===== src/rtl/sr_ff_bank.sv =====
// sr_ff_bank: bank of WIDTH independent clocked SR flip-flops with per-channel
// enable, a defined S=R=1 resolution (no X), sticky per-channel conflict flags,
// a saturating conflict counter and registered rise/fall edge pulses.
// Every output comes from a register, so no input reaches an output combinationally.
module sr_ff_bank #(
  parameter int               WIDTH         = 8,
  parameter int               CONFLICT_MODE = 0,
  parameter int               CNT_W         = 8,
  parameter logic [WIDTH-1:0] RST_VAL       = '0
) (
  input  logic             clk,
  input  logic             rst,
  input  logic [WIDTH-1:0] en,
  input  logic [WIDTH-1:0] s,
  input  logic [WIDTH-1:0] r,
  input  logic             clr_status,
  output logic [WIDTH-1:0] q,
  output logic [WIDTH-1:0] qbar,
  output logic [WIDTH-1:0] rise_pulse,
  output logic [WIDTH-1:0] fall_pulse,
  output logic [WIDTH-1:0] conflict_sticky,
  output logic [CNT_W-1:0] conflict_cnt
);

  // Popcount plus running total get enough headroom that the sum can never
  // wrap before the saturation compare.
  localparam int              POP_W   = $clog2(WIDTH + 1);
  localparam int              SUM_W   = CNT_W + POP_W;
  localparam logic [SUM_W-1:0] CNT_MAX = {{POP_W{1'b0}}, {CNT_W{1'b1}}};

  // S=R=1 resolution codes
  localparam logic [1:0] MODE_HOLD   = 2'd0;
  localparam logic [1:0] MODE_SET    = 2'd1;
  localparam logic [1:0] MODE_RESET  = 2'd2;
  localparam logic [1:0] MODE_TOGGLE = 2'd3;
  localparam logic [1:0] MODE        = CONFLICT_MODE[1:0];

  // Reject parameter sets the bank cannot implement.
  if (WIDTH < 1 || CNT_W < 2 || CONFLICT_MODE < 0 || CONFLICT_MODE > 3) begin : g_bad_param
    $error("sr_ff_bank: illegal parameter set");
  end

  // Per-channel conflict flags feed both the sticky bits and the counter.
  logic [WIDTH-1:0] conflict;

  for (genvar gi = 0; gi < WIDTH; gi++) begin : g_ch
    logic ch_q_reg;
    logic ch_qbar_reg;
    logic ch_rise_reg;
    logic ch_fall_reg;
    logic ch_sticky_reg;
    logic ch_q_next;

    assign conflict[gi] = en[gi] & s[gi] & r[gi];

    // Next state of the SR cell; a disabled channel always holds.
    always_comb begin
      ch_q_next = ch_q_reg;
      if (en[gi]) begin
        case ({s[gi], r[gi]})
          2'b01:   ch_q_next = 1'b0;
          2'b10:   ch_q_next = 1'b1;
          2'b11: begin
            case (MODE)
              MODE_HOLD:   ch_q_next = ch_q_reg;
              MODE_SET:    ch_q_next = 1'b1;
              MODE_RESET:  ch_q_next = 1'b0;
              MODE_TOGGLE: ch_q_next = ~ch_q_reg;
              default:     ch_q_next = ch_q_reg;
            endcase
          end
          default: ch_q_next = ch_q_reg;
        endcase
      end
    end

    // State, complement and edge pulses all register together so qbar is
    // always ~q and a pulse lines up with the q edge it reports.
    always_ff @(posedge clk or negedge rst) begin
      if (!rst) begin
        ch_q_reg    <= RST_VAL[gi];
        ch_qbar_reg <= ~RST_VAL[gi];
        ch_rise_reg <= 1'b0;
        ch_fall_reg <= 1'b0;
      end else begin
        ch_q_reg    <= ch_q_next;
        ch_qbar_reg <= ~ch_q_next;
        ch_rise_reg <= ch_q_next & ~ch_q_reg;
        ch_fall_reg <= ~ch_q_next & ch_q_reg;
      end
    end

    // Sticky conflict flag; a new conflict beats a same-cycle clear.
    always_ff @(posedge clk or negedge rst) begin
      if (!rst) begin
        ch_sticky_reg <= 1'b0;
      end else begin
        ch_sticky_reg <= conflict[gi] | (ch_sticky_reg & ~clr_status);
      end
    end

    assign q[gi]               = ch_q_reg;
    assign qbar[gi]            = ch_qbar_reg;
    assign rise_pulse[gi]      = ch_rise_reg;
    assign fall_pulse[gi]      = ch_fall_reg;
    assign conflict_sticky[gi] = ch_sticky_reg;
  end

  logic [SUM_W-1:0] pop_next;
  logic [SUM_W-1:0] sum_next;
  logic [CNT_W-1:0] cnt_next;
  logic [CNT_W-1:0] cnt_reg;

  // Count this cycle's conflicts across all channels.
  always_comb begin
    pop_next = '0;
    for (int i = 0; i < WIDTH; i++) begin
      pop_next = pop_next + SUM_W'(conflict[i]);
    end
  end

  // Clear drops the old total but still counts the same-cycle conflicts;
  // the widened sum is clamped instead of wrapping.
  always_comb begin
    sum_next = (clr_status ? '0 : {{POP_W{1'b0}}, cnt_reg}) + pop_next;
    cnt_next = (sum_next > CNT_MAX) ? {CNT_W{1'b1}} : sum_next[CNT_W-1:0];
  end

  // Saturating conflict counter register.
  always_ff @(posedge clk or negedge rst) begin
    if (!rst) begin
      cnt_reg <= '0;
    end else begin
      cnt_reg <= cnt_next;
    end
  end

  assign conflict_cnt = cnt_reg;

endmodule


===== config.mk =====
export PLATFORM = sky130hd
export DESIGN_NAME = sr_ff_bank
export DESIGN_NICKNAME = d
export VERILOG_FILES = /design/src/rtl/sr_ff_bank.sv
export SDC_FILE = /design/constraint.sdc
export NUM_CORES = 1
export LEC_CHECK = 0
export ABC_AREA = 1
export CAP_MARGIN = 20
export CORE_AREA = 10 10 93 95
export CTS_BUF_LIST = sky130_fd_sc_hd__clkbuf_8
export DETAILED_ROUTE_END_ITERATION = 10
export DIE_AREA = 0 0 103 105
export PLACE_DENSITY = 0.68
export SLEW_MARGIN = 20
export SYNTH_ARGS = -nofsm -noshare
export SYNTH_HDL_FRONTEND = slang
export SYNTH_SLANG_ARGS = --single-unit
export TNS_END_PERCENT = 10

===== constraint.sdc =====
create_clock -name clk -period 2.86 [get_ports clk]
set_input_delay 0.572 -clock clk [delete_from_list [all_inputs] [get_ports clk]]
set_output_delay 0.572 -clock clk [all_outputs]
set_load 0.02 [all_outputs]

==> flow_summary.json, run 1 <==
{
  "fp.dieW_um": 103,
  "postSynthCellCount": 278,
  "crit_required_ns": 3.09,
  "maxCapViolCount": 0,
  "yosys_warnings": 0,
  "synth_edf_count": 0,
  "fmax_mhz": 307,
  "ys_seq_area_share_pct": 48.1,
  "placed_cell_area_um2": 3140,
  "core-area_um2": 6760,
  "yosys_register_bits": 48,
  "yosysTopAreaCell": "dfrtp_1",
  "synthesis.nets": 324,
  "vdd_drop_max_uv": 352,
  "whs_ns": 0.242,
  "fin_crit_sh_pct": 114,
  "fin_crit_ns": 3.26,
  "viasPerCell": 4.30,
  "tightest_slew_ns": 0.521,
  "setup_viol": 8,
  "design_area_um2": 3300,
  "post-route-util_pct": 48.8,
  "arrival_ns": 3.49,
  "numClockSinks": 48,
  "drive_above_1_share_pct": 16.1,
  "die-area_um2": 10800,
  "p_int_uw": 1360,
  "tritoncts": "built",
  "drc_errors": 0,
  "start_util_pct": 37.2,
  "pin_count": 75,
  "root_buffer": "clkbuf_8",
  "num_vias": 1762,
  "cts_buffers": 5,
  "fin_nets": 375,
  "area_growth_pct": 31.1,
  "wl_per_cell_um": 13.0,
  "rows": 30,
  "diodes": 0,
  "portBuffers": 74,
  "first_global_vias": 1884,
  "overflow": 0,
  "hold_violations": 0,
  "fin_cells": 410,
  "cp-end-kind": "register",
  "clkTransAtPathRegs_ns": 0.09,
  "drtIter0Drc": 47,
  "synthArstFlopShare_pct": 100,
  "min-delay-path-class": "input port to asynchronous set/reset pin",
  "cpMostUsedCell": "fa_1",
  "start_kind": "input port",
  "synth_ff_type": "dfrtp_1",
  "finClkSkew_ns": 0.0130,
  "yosysMostFrequentCell": "inv_1",
  "grt_max_degree": 27,
  "ant_nets": 0,
  "leakagePower_uw": 0.00171,
  "status": "finished with violations",
  "grt_util_all_layers_pct": 10.2,
  "rsz0062_at_grt": "true",
  "switching_share_pct": 31.1,
  "syn_area_um2": 2520,
  "slew_headroom_pct": 65.2,
  "dp.cells": 401,
  "netlist.area_leader.share_pct": 39.8,
  "yosys-top-cells-count": "inv_1 (54), nand2_1 (47), buf_4 (40), dfrtp_1 (40), nor2_1 (33)",
  "finalMaxSlewViolations": 0,
  "critical-path-max-stage-delay_ns": 0.54,
  "gp_congestion": 0.750,
  "firstDrtPassIters": 4,
  "clock_path_buffers": 2,
  "critPathKind": "input port to register",
  "p_per_area_nw_per_um2": 598,
  "syn_area_per_cell_um2": 9.05,
  "p_seq_share_pct": 43.2,
  "dpl.hpwl_um": 4300,
  "slowest_stage": "fa_1",
  "hold_buffers": 0,
  "r2r_slack_ns": 0.04,
  "synth_top_cells_by_area": "dfrtp_1 (40%), buf_4 (12%), dfstp_2 (8.4%)",
  "htree_levels": 2,
  "combPwrFrac_pct": 33.0,
  "violations": "negative setup slack",
  "grt_antenna_before_repair": 0,
  "pwr-share-clk_pct": 23.7,
  "switchingPower_uw": 614,
  "die_height_um": 105,
  "synth_cell_types": 23,
  "clk_latency_ns": 0.30,
  "crit_chain": "buf_6 -> nand3_4 -> fa_1 -> fa_1 -> inv_2 -> fa_1 -> fa_2 -> inv_2 -> fa_2 -> o21ai_4 -> nand2_2 -> nor2_4 -> nand2_4 -> nand2_1",
  "setup_ws_ns": -0.402,
  "grt_pass1_wl_um": 8880,
  "wl_um": 5310,
  "crit_fanout": 8
}
==> timing repair <==
action	in CTS	in global routing
endpoints found under the setup margin	8	8
pin swaps	12	7
cloned	0	0
setup buffers	1	0
gates resized for setup	55	2
==> final cells by class <==
class / count / area (µm²)
Clock buffer: 5 / 68.8
Clock inverter: 3 / 37.5
Fill cell: 633 / 3460
Inverter: 55 / 206
Multi-Input combinational cell: 134 / 843
Sequential cell: 48 / 1210
Tap cell: 80 / 100
Timing Repair Buffer: 85 / 831
==> cells by family (layout without fill, tap and decap cells) <==
kind of cell,after synthesis,in the layout,share of synthesized area [%]
AND/OR/NAND/NOR,98,98,16.6
flip-flops,48,48,48.1
AO/OA/AOI/OAI,14,14,2.93
buffers and inverters,96,148,20.3
adder cells (fa/ha/maj),19,19,10.9
XOR/XNOR,3,3,1.04
==> worst max-delay path: cells and delay by family <==
kind	cells	cell delay [ns]
AO/OA/AOI/OAI	1	0.18
adder cells (fa/ha/maj)	5	2.14
buffers and inverters	3	0.16
AND/OR/NAND/NOR	5	0.45
==> power by group through the flow <==
stage | logic [µW] | clock network [µW] | registers [µW]
after global routing | 713 | 511 | 869
after CTS | 665 | 489 | 854
final | 652 | 468 | 852
after detailed placement | 649 | 0 | 867
after global placement | 638 | 0 | 864
after floorplan | 396 | 0 | 879
==> path summary, 6_finish.rpt <==
path | startpoint | end | cells after the start
max | en[3] | conflict_cnt[7]$_DFF_PN0_ | 14
min | rst | g_ch[5].ch_sticky_reg$_DFF_PN0_ | 1
max reg2reg | conflict_cnt[0]$_DFF_PN0_ | conflict_cnt[7]$_DFF_PN0_ | 12
min reg2reg | g_ch[2].ch_q_reg$_DFF_PN0_ | g_ch[2].ch_rise_reg$_DFF_PN0_ | 1
max in group asynchronous | rst | g_ch[3].ch_qbar_reg$_DFF_PN1_ | 2
min in group clk | g_ch[2].ch_q_reg$_DFF_PN0_ | g_ch[2].ch_rise_reg$_DFF_PN0_ | 1
==> cells in the final DEF (no fill, tap or decap), drive strengths merged <==
master         count
dfrtp             40
nor2              35
xor2               2
buf               21
nand2             50
or2                1
bufinv             1
clkdlybuf4s50     64
nand3b             2
ha                14
o21ai             13
xnor2              1
clkbuf             5
inv               57
fa                 5
nand3             10
a21oi              1
dfstp              8
==> metal layers <==
metal	global-route usage, %	up-vias	share of wire [%]
li1	-	885	-
met4	2.78	0	1.0
met1	11.7	828	42
met2	17.4	44	49
met5	0	-	0
met3	3.62	5	7.4
==> per-stage QoR <==
| stage | TNS, ns | setup WS (ns) | power, µW |
|---|---|---|---|
| after floorplan | -4.01 | -0.510 | 1280 |
| after global placement | -9.26 | -1.16 | 1500 |
| after detailed placement | -9.78 | -1.24 | 1520 |
| after CTS | -3.85 | -0.494 | 2010 |
| after global routing | -3.95 | -0.513 | 2090 |
| final | -3.12 | -0.402 | 1970 |
No activity file was read; power rests on OpenSTA's default activity.
==> run 2, diff against run 1 <==
--- a/config.mk
+++ b/config.mk
@@ -9,8 +9,10 @@
 export CAP_MARGIN = 20
 export CORE_AREA = 10 10 93 95
 export CTS_BUF_LIST = sky130_fd_sc_hd__clkbuf_8
+export CTS_CLUSTER_DIAMETER = 150
 export DETAILED_ROUTE_END_ITERATION = 10
 export DIE_AREA = 0 0 103 105
+export MAX_ROUTING_LAYER = met4
 export PLACE_DENSITY = 0.68
 export SLEW_MARGIN = 20
 export SYNTH_ARGS = -nofsm -noshare
==> run 2 against run 1 <==
The flow still finishes with violations (negative setup slack). Final area did not move. Maximum frequency barely moved. Register-to-register slack hardly changed. Combinational power about the same. Power hardly changed. Critical path type unchanged. First-iteration DRC count is 8.5% lower. Setup slack got worse by 0.0026 ns. Non-clock buffer count did not move. Routed wire length is essentially flat.
==> flow_summary.json, run 2 (synthesis gave the netlist of run 1 again) <==
{
  "r2r_end": "conflict_cnt[7]$_DFF_PN0_",
  "rows": 30,
  "area_growth_pct": 31.1,
  "wl_per_cell_um": 13.0,
  "combPwrFrac_pct": 33.1,
  "clk_latency_ns": 0.30,
  "p_per_area_nw_per_um2": 598,
  "slew_headroom_pct": 65.3,
  "first_global_vias": 1890,
  "min-delay-path-class": "input port to asynchronous set/reset pin",
  "violations": "negative setup slack",
  "slowest_stage": "fa_1",
  "wl_um": 5310,
  "grt_max_degree": 27,
  "p_seq_share_pct": 43.2,
  "gp_congestion": 0.759,
  "rsz0062_at_grt": "true",
  "pin_count": 75,
  "crit_chain": "buf_6 -> nand3_4 -> fa_1 -> fa_1 -> inv_2 -> fa_1 -> fa_2 -> inv_2 -> fa_2 -> o21ai_4 -> nand2_2 -> nor2_4 -> nand2_4 -> nand2_1",
  "hold_violations": 0,
  "leakagePower_uw": 0.00171,
  "layout_common_cells": "clkdlybuf4s50_1 (64), inv_1 (54), nand2_1 (44), dfrtp_1 (40), nor2_1 (33)",
  "setup_ws_ns": -0.404,
  "pwr-share-clk_pct": 23.7,
  "nFillCells": 633,
  "status": "finished with violations",
  "viasPerCell": 4.30,
  "placed_cell_area_um2": 3140,
  "crit_required_ns": 3.09,
  "fin_nets": 375,
  "fin_crit_sh_pct": 114,
  "clock_path_buffers": 2,
  "grt_util_all_layers_pct": 10.5,
  "finClkSkew_ns": 0.0131,
  "fin_crit_ns": 3.26,
  "setup_viol": 8,
  "cpMostUsedCell": "fa_1",
  "rr_worst_depth": 12,
  "die_height_um": 105,
  "final_common_cell": "clkdlybuf4s50_1",
  "r2r_slack_ns": 0.04,
  "switching_share_pct": 31.1,
  "critPathKind": "input port to register",
  "tightest_slew_ns": 0.521,
  "critical-path-max-stage-delay_ns": 0.54,
  "diodes": 0,
  "fp.dieW_um": 103,
  "start_util_pct": 37.2,
  "dpl.hpwl_um": 4300,
  "crit_buf_inv": 3,
  "grt_pass1_wl_um": 8860,
  "fmax_mhz": 306,
  "portBuffers": 74,
  "start_kind": "input port",
  "overflow": 0,
  "grt_antenna_before_repair": 0,
  "drtIter0Drc": 43,
  "cp-end-kind": "register",
  "cp_top_family": "adder cells",
  "drc_errors": 0,
  "hold_buffers": 0,
  "numClockSinks": 48,
  "maxCapViolCount": 0,
  "finalMaxSlewViolations": 0,
  "design_area_um2": 3300,
  "core-area_um2": 6760,
  "switchingPower_uw": 614,
  "drive_above_1_share_pct": 16.1,
  "htree_levels": 2,
  "tritoncts": "built",
  "p_int_uw": 1360,
  "cts_buffers": 5,
  "die-area_um2": 10800,
  "arrival_ns": 3.49,
  "multi_input_area_um2": 843,
  "num_vias": 1762,
  "seqCellArea_um2": 1210,
  "ant_nets": 0,
  "clkTransAtPathRegs_ns": 0.09,
  "reg2reg_from": "conflict_cnt[0]$_DFF_PN0_",
  "detailedPlace.worstSlack_ns": -1.24,
  "crit_fanout": 8,
  "vdd_drop_max_uv": 352,
  "root_buffer": "clkbuf_8",
  "firstDrtPassIters": 4
}
## run 2: power groups by stage
stage / Sequential, µW / Combinational [µW] / Clock [µW]
floorplan: 879 / 396 / 0
global placement: 864 / 638 / 0
detailed placement: 867 / 649 / 0
CTS: 854 / 665 / 489
global route: 869 / 713 / 511
finish: 853 / 652 / 467
## run 2: worst max path at each step
| stage | startpoint | end | slack [ns] | cells past startpoint |
|---|---|---|---|---|
| 6_report | en[3] | conflict_cnt[7]$_DFF_PN0_ | -0.40 | 14 |
| 5_1_grt | r[3] | conflict_cnt[7]$_DFF_PN0_ | -0.51 | 14 |
| 4_1_cts | r[1] | conflict_cnt[7]$_DFF_PN0_ | -0.49 | 14 |
| 3_5_place_dp | en[3] | conflict_cnt[3]$_DFF_PN0_ | -1.24 | 14 |
| 3_3_place_gp | s[3] | conflict_cnt[1]$_DFF_PN0_ | -1.16 | 14 |
| 2_1_floorplan | s[3] | conflict_cnt[1]$_DFF_PN0_ | -0.51 | 13 |
## run 2: timing repair
action                                 CTS  global route
endpoints found under the hold margin    0             0
pin swaps                               12             7
buffers inserted                         1             0
setup endpoints to repair                8             8
resized for setup                       55             2
## run 2: final cells by class
| class | instances | area share [%] |
|---|---|---|
| clock buffer | 5 | 2.09 |
| tap | 80 | 3.03 |
| multi-input combinational | 134 | 25.6 |
| timing repair buffer | 85 | 25.2 |
| sequential | 48 | 36.7 |
| inverter | 55 | 6.26 |
| clock inverter | 3 | 1.14 |
## run 2: stage by stage
stage	instances	utilization, %	total power (µW)	setup TNS (ns)	hold slack (ns)
detailed placement	401	46.5	1520	-9.78	0.462
finish	410	48.8	1970	-3.14	0.242
global route	410	48.8	2090	-3.95	0.274
floorplan	278	-	1280	-4.01	0.276
global placement	401	46.5	1500	-9.26	0.459
CTS	410	48.7	2010	-3.85	0.244
## run 2: worst register-to-register path: stages, from the launching register on
cell	delay, ns
dfrtp_1	0.39
nand2_1	0.09
fa_1	0.56
inv_2	0.04
fa_1	0.49
fa_2	0.22
inv_2	0.05
fa_2	0.39
o21ai_4	0.18
nand2_2	0.10
nor2_4	0.10
nand2_4	0.09
nand2_1	0.08
## run 2: routing by layer
layer | vias to the layer above | GRT usage (%) | share of wire (%)
li1 | 885 | - | -
met1 | 828 | 12.1 | 44
met2 | 44 | 17.4 | 49
met3 | 5 | 2.96 | 6.0
met4 | 0 | 2.78 | 0.98
met5 | - | - | 0
==> run 3, diff against run 2 <==
--- a/config.mk
+++ b/config.mk
@@ -6,7 +6,6 @@
 export NUM_CORES = 1
 export LEC_CHECK = 0
 export ABC_AREA = 1
-export CAP_MARGIN = 20
 export CORE_AREA = 10 10 93 95
 export CTS_BUF_LIST = sky130_fd_sc_hd__clkbuf_8
 export CTS_CLUSTER_DIAMETER = 150
==> results of run 3 <==
No change in the layout: final DEF, timing and power equal those of run 2.
